## config.mk

```make
export PLATFORM = sky130hd
export DESIGN_NAME = dram_feature_rd_addr_gen
export DESIGN_NICKNAME = d
export VERILOG_FILES = /design/src/rtl/dram_feature_pkg.sv /design/src/rtl/dram_burst_splitter.sv /design/src/rtl/dram_feature_rd_addr_gen.sv
export SDC_FILE = /design/constraint.sdc
export NUM_CORES = 1
export LEC_CHECK = 0
export CORE_UTILIZATION = 60
export DETAILED_ROUTE_END_ITERATION = 7
export PLACE_DENSITY = 0.85
export SYNTH_ARGS = -nofsm -noshare
export SYNTH_HDL_FRONTEND = slang
export SYNTH_SLANG_ARGS = --single-unit
```

## constraint.sdc

```tcl
create_clock -name I_clk -period 13.14 [get_ports I_clk]
set_input_delay 1.314 -clock I_clk [delete_from_list [all_inputs] [get_ports I_clk]]
set_output_delay 1.314 -clock I_clk [all_outputs]
set_load 0.01 [all_outputs]
```

## src/rtl/dram_feature_pkg.sv

```systemverilog
// Shared types and constants for the feature-map DRAM read address generator.
// Holds the controller state encoding, the AXI beat geometry helpers and the 4 KB page constant.
package dram_feature_pkg;

  typedef enum logic [1:0] {
    IDLE  = 2'd0,
    CALC  = 2'd1,
    ISSUE = 2'd2,
    NEXT  = 2'd3
  } frd_state_e;

  localparam int AXI_LEN_W     = 8;
  localparam int BOUNDARY_4K   = 4096;
  localparam int BOUNDARY_4K_W = 13;

  function automatic int beat_bytes(input int axiwidth);
    return axiwidth / 8;
  endfunction

  function automatic int beat_shift(input int axiwidth);
    return $clog2(axiwidth / 8);
  endfunction

endpackage

```

## src/rtl/dram_burst_splitter.sv

```systemverilog
// Turns a start address plus beat count into a valid/ready sequence of AXI bursts.
// With DRAM_FRD_4K_SPLIT_EN defined, bursts additionally stop at every 4 KB page boundary.
module dram_burst_splitter
  import dram_feature_pkg::*;
#(
  parameter int LITEWIDTH = 32,
  parameter int AXIWIDTH  = 128,
  parameter int BEATS_W   = 19,
  parameter int MAX_BURST = 16
) (
  input  logic                 clk,
  input  logic                 rst_n,
  input  logic                 start,
  input  logic [LITEWIDTH-1:0] start_addr,
  input  logic [BEATS_W-1:0]   start_beats,
  output logic                 rd_valid,
  output logic [LITEWIDTH-1:0] rd_addr,
  output logic [AXI_LEN_W-1:0] rd_len,
  input  logic                 rd_ready,
  output logic                 last_hs
);

  localparam int SHIFT = beat_shift(AXIWIDTH);
  localparam logic [BEATS_W-1:0] MAX_B = BEATS_W'(MAX_BURST);

  logic [LITEWIDTH-1:0] addr_reg;
  logic [BEATS_W-1:0]   rem_reg;
  logic                 valid_reg;
  logic [BEATS_W-1:0]   cap_beats;
  logic [BEATS_W-1:0]   beats;
  logic                 hs;

  always_comb begin
    cap_beats = (rem_reg < MAX_B) ? rem_reg : MAX_B;
  end

`ifdef DRAM_FRD_4K_SPLIT_EN
  logic [BOUNDARY_4K_W-1:0] bnd_bytes;
  logic [BOUNDARY_4K_W-1:0] bnd_beats;

  // cap_beats never exceeds 256, so the comparison fits in the 13-bit page domain
  always_comb begin
    bnd_bytes = BOUNDARY_4K_W'(BOUNDARY_4K) - {1'b0, addr_reg[11:0]};
    bnd_beats = bnd_bytes >> SHIFT;
    if (bnd_beats == '0) begin
      bnd_beats = BOUNDARY_4K_W'(1);
    end
    if (bnd_beats < BOUNDARY_4K_W'(cap_beats)) begin
      beats = BEATS_W'(bnd_beats);
    end else begin
      beats = cap_beats;
    end
  end
`else
  always_comb begin
    beats = cap_beats;
  end
`endif

  always_comb begin
    hs      = valid_reg & rd_ready;
    last_hs = hs & (rem_reg == beats);
  end

  always_ff @(posedge clk or negedge rst_n) begin
    if (!rst_n) begin
      valid_reg <= 1'b0;
      addr_reg  <= '0;
      rem_reg   <= '0;
    end else if (start) begin
      valid_reg <= (start_beats != '0);
      addr_reg  <= start_addr;
      rem_reg   <= start_beats;
    end else if (hs) begin
      addr_reg  <= addr_reg + (LITEWIDTH'(beats) << SHIFT);
      rem_reg   <= rem_reg - beats;
      valid_reg <= (rem_reg != beats);
    end
  end

  assign rd_valid = valid_reg;
  assign rd_addr  = addr_reg;
  assign rd_len   = AXI_LEN_W'(beats - 1'b1);

endmodule

```

## src/rtl/dram_feature_rd_addr_gen.sv

```systemverilog
// Feature-map read address generator: walks the rows of a request, skips padding rows and
// hands each real row to the burst splitter. Optional 4 KB split via DRAM_FRD_4K_SPLIT_EN.
module dram_feature_rd_addr_gen
  import dram_feature_pkg::*;
#(
  parameter int W_WIDTH      = 10,
  parameter int LITEWIDTH    = 32,
  parameter int DEPTHWIDTH   = 9,
  parameter int AXIWIDTH     = 128,
  parameter int ROWS_PER_REQ = 3,
  parameter int MAX_BURST    = 16
) (
  input  logic                              I_clk,
  input  logic                              I_rst_n,
  input  logic                              I_ap_start,
  input  logic                              I_compute_en,
  input  logic [LITEWIDTH-1:0]              I_feature_base_addr,
  input  logic [DEPTHWIDTH-1:0]             I_ciMemGroup,
  input  logic [W_WIDTH-1:0]                I_iheight,
  input  logic [W_WIDTH-1:0]                I_iwidth,
  input  logic                              I_row_req,
  input  logic [W_WIDTH-1:0]                I_hindex,
  input  logic [$clog2(ROWS_PER_REQ+1)-1:0] I_row_cnt,
  output logic                              O_req_rdy,
  output logic [LITEWIDTH-1:0]              O_rd_addr,
  output logic [AXI_LEN_W-1:0]              O_rd_len,
  output logic                              O_rd_valid,
  input  logic                              I_rd_ready,
  output logic                              O_row_done,
  output logic                              O_pad_row,
  output logic                              O_req_done,
  output logic                              O_err
);

  localparam int CNT_W = $clog2(ROWS_PER_REQ + 1);
  localparam int LB_W  = DEPTHWIDTH + W_WIDTH;
  localparam int SHIFT = beat_shift(AXIWIDTH);

  frd_state_e state_reg, state_next;

  logic                  ap_start_d_reg;
  logic                  cfg_wait_reg;
  logic [LITEWIDTH-1:0]  base_reg;
  logic [W_WIDTH-1:0]    iheight_reg;
  logic [W_WIDTH-1:0]    iwidth_reg;
  logic [DEPTHWIDTH-1:0] ci_reg;
  logic [LB_W-1:0]       line_beats_reg;
  logic [W_WIDTH-1:0]    row_reg;
  logic [CNT_W-1:0]      left_reg;
  logic                  row_done_reg;
  logic                  err_reg;

  logic                  start_edge;
  logic                  idle;
  logic                  cnt_bad;
  logic                  req_early;
  logic                  accept;
  logic                  err_set;
  logic                  is_pad;
  logic [LITEWIDTH-1:0]  row_off;
  logic [LITEWIDTH-1:0]  calc_addr;
  logic                  split_start;
  logic                  split_last;

  // Request qualification and error detection
  always_comb begin
    start_edge = I_ap_start & ~ap_start_d_reg;
    idle       = (state_reg == IDLE);
    cnt_bad    = (I_row_cnt == '0) || (I_row_cnt > CNT_W'(ROWS_PER_REQ));
    req_early  = cfg_wait_reg | start_edge;
    accept     = idle & I_row_req & I_compute_en & ~req_early & ~cnt_bad;
    err_set    = (I_row_req & ~idle)
               | (idle & I_row_req & I_compute_en & (req_early | cnt_bad))
               | (start_edge & ~idle);
  end

  // Row classification and start address of a real row
  always_comb begin
    is_pad    = row_reg[W_WIDTH-1] | (row_reg >= iheight_reg) | (line_beats_reg == '0);
    row_off   = (LITEWIDTH'(row_reg) * LITEWIDTH'(line_beats_reg)) << SHIFT;
    calc_addr = base_reg + row_off;
  end

  always_ff @(posedge I_clk or negedge I_rst_n) begin
    if (!I_rst_n) begin
      ap_start_d_reg <= 1'b0;
      cfg_wait_reg   <= 1'b0;
      base_reg       <= '0;
      iheight_reg    <= '0;
      iwidth_reg     <= '0;
      ci_reg         <= '0;
      line_beats_reg <= '0;
    end else begin
      ap_start_d_reg <= I_ap_start;
      cfg_wait_reg   <= start_edge & idle;
      if (start_edge && idle) begin
        base_reg    <= I_feature_base_addr;
        iheight_reg <= I_iheight;
        iwidth_reg  <= I_iwidth;
        ci_reg      <= I_ciMemGroup;
      end
      // Registered one cycle behind the latched config, hence the two-cycle start window
      line_beats_reg <= LB_W'(ci_reg) * LB_W'(iwidth_reg);
    end
  end

  always_ff @(posedge I_clk or negedge I_rst_n) begin
    if (!I_rst_n) begin
      row_reg      <= '0;
      left_reg     <= '0;
      row_done_reg <= 1'b0;
      err_reg      <= 1'b0;
    end else begin
      if (accept) begin
        row_reg  <= I_hindex;
        left_reg <= I_row_cnt;
      end else if (state_reg == NEXT) begin
        row_reg  <= row_reg + 1'b1;
        left_reg <= left_reg - 1'b1;
      end
      row_done_reg <= (state_reg == ISSUE) & split_last;
      if (err_set) begin
        err_reg <= 1'b1;
      end else if (start_edge && idle) begin
        err_reg <= 1'b0;
      end
    end
  end

  always_ff @(posedge I_clk or negedge I_rst_n) begin
    if (!I_rst_n) begin
      state_reg <= IDLE;
    end else begin
      state_reg <= state_next;
    end
  end

  always_comb begin
    state_next = state_reg;
    case (state_reg)
      IDLE:    if (accept) state_next = CALC;
      CALC:    state_next = is_pad ? NEXT : ISSUE;
      ISSUE:   if (split_last) state_next = NEXT;
      NEXT:    state_next = (left_reg == CNT_W'(1)) ? IDLE : CALC;
      default: state_next = IDLE;
    endcase
  end

  always_comb begin
    split_start = (state_reg == CALC) & ~is_pad;
    O_pad_row   = (state_reg == CALC) & is_pad;
    O_row_done  = row_done_reg | ((state_reg == CALC) & is_pad);
    O_req_done  = (state_reg == NEXT) & (left_reg == CNT_W'(1));
    O_req_rdy   = idle & ~req_early;
    O_err       = err_reg;
  end

  dram_burst_splitter #(
    .LITEWIDTH (LITEWIDTH),
    .AXIWIDTH  (AXIWIDTH),
    .BEATS_W   (LB_W),
    .MAX_BURST (MAX_BURST)
  ) u_splitter (
    .clk         (I_clk),
    .rst_n       (I_rst_n),
    .start       (split_start),
    .start_addr  (calc_addr),
    .start_beats (line_beats_reg),
    .rd_valid    (O_rd_valid),
    .rd_addr     (O_rd_addr),
    .rd_len      (O_rd_len),
    .rd_ready    (I_rd_ready),
    .last_hs     (split_last)
  );

endmodule

```

Word level (Yosys, flattened, before mapping)

Index checks and enable logic that the tools add are counted.

Bits in registers: 150
Latch bits: 0
Bits in writable memories: 0
ROM bits: 0
Output and inout bits: 46
Memories kept: 0

Add/subtract/negate cells: 6
Multipliers: 2
Div/mod/pow operators: 0
Order comparisons: 3
Eq/ne operators: 8
Shifts and indexed selects: 0
Mux-type cells: 18
Bitwise operators: 28
Reductions and logical operators: 10

Operators with widths:

| operator              | count |
|---|---|
| $mux 32               | 2 |
| $mux 19               | 3 |
| $add 32x23->32        | 1 |
| $add 32x32->32        | 1 |
| $mul 10x19->28        | 1 |
| $mux 10               | 2 |
| $eq 19x19->1          | 1 |
| $logic_not 19->1      | 1 |
| $lt 19x5->1 const B   | 1 |
| $mul 9x10->19         | 1 |
| $ne 19x19->1          | 1 |
| $reduce_bool 19->1    | 1 |
| $sub 19x19->19        | 1 |
| $and 1x1->1           | 16 |
| $add 10x1->10 const B | 1 |
| $ge 10x10->1          | 1 |
| $mux 2                | 4 |
| $pmux 2 s4            | 1 |
| $sub 8x1->8 const B   | 1 |
| $or 1x1->1            | 7 |
| $mux 1                | 6 |
| $reduce_bool 2->1     | 3 |
| $not 1->1             | 5 |
| $eq 2x1->1 const B    | 2 |
| other kinds (9)       | 11 |

Longest topological paths before layout

Depth in word-level cells: 8
Gate-level depth with buffers: 32
Depth with buffers taken out: 31

By module

From an unflattened synthesis, not the netlist that was laid out.

Cells, all modules: 1,971
Area, all modules: 17,738.3 sq um

By module, submodules not included:

| module                   | times used | cells each | area an instance (sq um) | sequential area each (sq um) |
|---|---|---|---|---|
| dram_feature_rd_addr_gen | 1          | 1,529      | 14,009.7                 | 2,452.4 |
| dram_burst_splitter      | 1          | 442        | 3,728.6                  | 1,301.2 |

Least setup slack after synthesis

Ideal clock, no wire load.

Path kind: flip-flop to flip-flop
Start point: register row_reg[1]
End point: register u_splitter.addr_reg[30], in the netlist u_splitter.rd_addr[30]
Setup time: 0.120 ns
Arrival time: 7.612 ns
Required time: 13.020 ns
Slack: 5.408 ns
Cell stages (with the launch flop): 31
Buffers on the path: 2
Period minus slack after synthesis: 7.732 ns
Path through: dfrtp_1 clkbuf_1 clkbuf_1 nand2_1 fa_1 inv_1 fa_1 fa_1 fa_1 inv_1 fa_1 inv_1 ha_1 a21oi_1 o21ai_0 a2111o_1 o211ai_1 o21ai_0 a21o_1 a21oi_1 xnor2_1 ha_1 a21oi_1 o21ai_0 a41oi_1 a311oi_1 a221o_1 and4_4 a2111oi_4 mux2_1 and3_1

Longest elaborated chain between the ends: 6
Elaborated cells on any way between the ends: 9

Ends and longest elaborated chain:

| item                                                   | RTL line                        | text |
|---|---|---|
| from (decl)                                            | dram_feature_rd_addr_gen.sv:48  | `logic [W_WIDTH-1:0] row_reg;` |
| from (signal assigned)                                 | dram_feature_rd_addr_gen.sv:115 | `row_reg <= I_hindex;` |
| from (signal assigned)                                 | dram_feature_rd_addr_gen.sv:118 | `row_reg <= row_reg + 1'b1;` |
| branches (longest 6 deep; another with $add 32x32->32) | n/a                             |  |
| to (signal assigned)                                   | dram_burst_splitter.sv:72       | `addr_reg <= start_addr;` |
| to (signal assigned)                                   | dram_burst_splitter.sv:75       | `addr_reg <= addr_reg + (LITEWIDTH'(beats) << SHIFT);` |
| to (decl)                                              | dram_burst_splitter.sv:26       | `logic [LITEWIDTH-1:0] addr_reg;` |

Several ways; the timed one is not identified.
A chain may end at the register's enable or synchronous reset.

Final worst setup path

Ends and elaborated chain as after synthesis.

==> flow_summary.json <==
{
  "crit_path_top_delay_cell": "dfrtp_1",
  "synth-seq-cells": 150,
  "die_w_um": 173,
  "grt-ovfl-total": 0,
  "synth_warnings": 0,
  "tns_ns": 0,
  "crit_top_cell": "fa_1",
  "netlist_top_cells_count": "nand2_1, inv_1, fa_1, ha_1, dfrtp_1",
  "hp-start": "base_reg[3]$_DFFE_PN0P_",
  "gp_congestion": 0.889,
  "slew_viol_final": 0,
  "post-route-util": 0.682,
  "diodes": 0,
  "viasPerCell": 5.84,
  "cts_tree": "built",
  "worstPathRequired_ns": 13.47,
  "holdPathStages": 1,
  "synth_cell_types": 63,
  "drt_wl_total_um": 41600,
  "final_nets": 2428,
  "die_h_um": 173,
  "synth_area_sq_um": 17500,
  "dpl.hpwl_um": 31800,
  "io_buffers": 124,
  "nFillCells": 2152,
  "rr_worst_depth": 28,
  "hold-path-endpoint": "u_splitter.rd_addr[3]$_DFFE_PN0P_",
  "synth.largest_area_cell": "fa_1",
  "grt_start_max_net_pins": 96,
  "worst_r2r_startpoint": "row_reg[1]$_DFFE_PN0P_",
  "drive_gt1_frac": 0.0564,
  "rows": 62,
  "relSlewSlack": 0.279,
  "status": "finished, final reports clean",
  "yosysMostFrequentCell": "nand2_1",
  "grt_pass1_wl_um": 70100,
  "ys_seq_area_frac": 0.215,
  "post_cts_buffers": 0,
  "antenna_found_initial": 1,
  "pin_count": 125,
  "finalHoldViolations": 0,
  "core_area_sq_um": 28700,
  "post-route-period-util": 0.646,
  "syn_to_final_growth_pct": 12.0,
  "drc_errors": 0,
  "cts_buffers": 17,
  "first_pass_iters": 7,
  "rsz0062_at_grt": "no",
  "wire_per_inst_um": 17.4,
  "synth_top_area_share": 0.220,
  "cp-start-kind": "register",
  "synth_area_leaders": "fa_1, dfrtp_1, ha_1",
  "synth-async-reset-ratio": 1.00,
  "drv_cap": 0,
  "synth_flop_cell": "dfrtp_1",
  "grt_pass1_vias": 14700,
  "cts_root_buffer": "clkbuf_16",
  "r2r-end": "u_splitter.rd_addr[30]$_DFFE_PN0P_",
  "dr_total_vias": 13900,
  "crit_path_max_incr_delay_ns": 0.88,
  "ant_nets": 0,
  "cts_hold_buffers": 0,
  "fmax_mhz": 118,
  "clkLatencyLatePin_ns": 0.44,
  "start_util": 0.609,
  "setup_viol": 0,
  "clock_path_buffers": 2,
  "drtIter0Drc": 952,
  "clock_skew_ns": 0.00929,
  "cp-startpoint": "row_reg[1]$_DFFE_PN0P_",
  "synthCells": 1911,
  "cts_num_sinks": 150,
  "critPathKind": "register to register",
  "htree_levels": 4,
  "period_minus_slack_ns": 8.49,
  "grt_use_total": 0.291,
  "reg2reg_setup_slack_ns": 4.65,
  "syn_area_per_cell_sq_um": 9.14,
  "cts_resized": 0,
  "cp_max_fo": 23,
  "path_clk_slew_ns": 0.07,
  "end_kind": "register",
  "critPathArrivalTime_ns": 8.82,
  "synth_edf_count": 0,
  "hp-class": "register to register",
  "worst_pin_slew_ns": 1.07,
  "die-area_sq_um": 29800
}
==> final cells by class <==
cell class              count  area [sq um]  share of cell area
clock inverters            15           160             0.00819
inverters                 248           931              0.0476
well taps                 384           480              0.0246
clock buffers              17           425              0.0217
repair buffers            130          1290              0.0658
flip-flops and latches    150          3750               0.192
multi-input cells        1443         12500               0.640
==> cells by family after synthesis <==
group	after synthesis	synth area share
buf+inv	331	0.0713
flops	150	0.215
compound gates	312	0.115
other cells	2	0.000430
simple gates	585	0.163
fa+ha+maj	359	0.340
mux	72	0.0455
xor+xnor	100	0.0501
==> stage by stage <==
stage | hold WS [ns] | std cells | setup WS (ns) | cell area (sq um)
2_1_floorplan | 0.474 | 1924 | 5.41 | 17500
3_3_place_gp | 0.479 | 2355 | 5.16 | 19000
3_5_place_dp | 0.492 | 2355 | 4.75 | 19000
4_1_cts | 0.507 | 2387 | 4.72 | 19600
5_1_grt | 0.514 | 2387 | 4.25 | 19600
6_report | 0.504 | 2387 | 4.65 | 19600
==> worst max-delay path, delay by kind of cell (launching register included) <==
family	cells	cell delay, ns
compound gates	12	2.79
xor+xnor	1	0.14
fa+ha+maj	7	3.37
buf+inv	3	0.17
flops	1	0.88
mux	1	0.36
simple gates	4	0.67
==> metal layers <==
| layer | GRT usage | vias up | routed length [um] |
|---|---|---|---|
| met2 | 0.506 | 530 | 21100 |
| li1 | - | 6382 | - |
| met5 | 0 | - | 0 |
| met3 | 0.0453 | 117 | 2470 |
| met1 | 0.360 | 6900 | 16500 |
| met4 | 0.125 | 0 | 1480 |
==> how the worst max path moves through the flow <==
stage | end | slack, ns
after floorplan | u_splitter.rd_addr[30]$_DFFE_PN0P_ | 5.41
after global placement | u_splitter.rd_addr[30]$_DFFE_PN0P_ | 5.16
after detailed placement | u_splitter.rd_addr[30]$_DFFE_PN0P_ | 4.75
after CTS | u_splitter.rd_addr[30]$_DFFE_PN0P_ | 4.72
after global routing | u_splitter.rd_addr[30]$_DFFE_PN0P_ | 4.25
final | u_splitter.rd_addr[30]$_DFFE_PN0P_ | 4.65
==> layout by cell type (no fill, tap or decap), drive strengths merged, types with 4 or more instances in the layout <==
master / netlist / routed
mux2: 59 / 59
nand2: 248 / 248
or3: 6 / 6
buf: 3 / 7
nor3b: 4 / 4
nand3: 15 / 15
nor2b: 10 / 10
mux2i: 13 / 13
a21oi: 65 / 65
nand2b: 18 / 18
xor2: 35 / 35
o21ai: 98 / 98
xnor2: 65 / 65
or2: 5 / 5
nor3: 26 / 26
o21a: 23 / 23
o21bai: 7 / 7
and2: 144 / 144
ha: 167 / 167
inv: 246 / 255
conb: 2 / 15
a211oi: 24 / 24
clkdlybuf4s50: 0 / 123
and3: 14 / 14
a31oi: 9 / 9
dfrtp: 150 / 150
clkbuf: 80 / 17
nor2: 70 / 70
fa: 192 / 192
clkinv: 2 / 6
o311ai: 5 / 5
a311oi: 5 / 5
a21o: 31 / 31
o211ai: 11 / 11
nand4: 10 / 10
nor4: 8 / 8
Power is left out: the tool's default activity adds up to more than one toggle a clock period on the data nets, which glitch-free logic cannot reach.
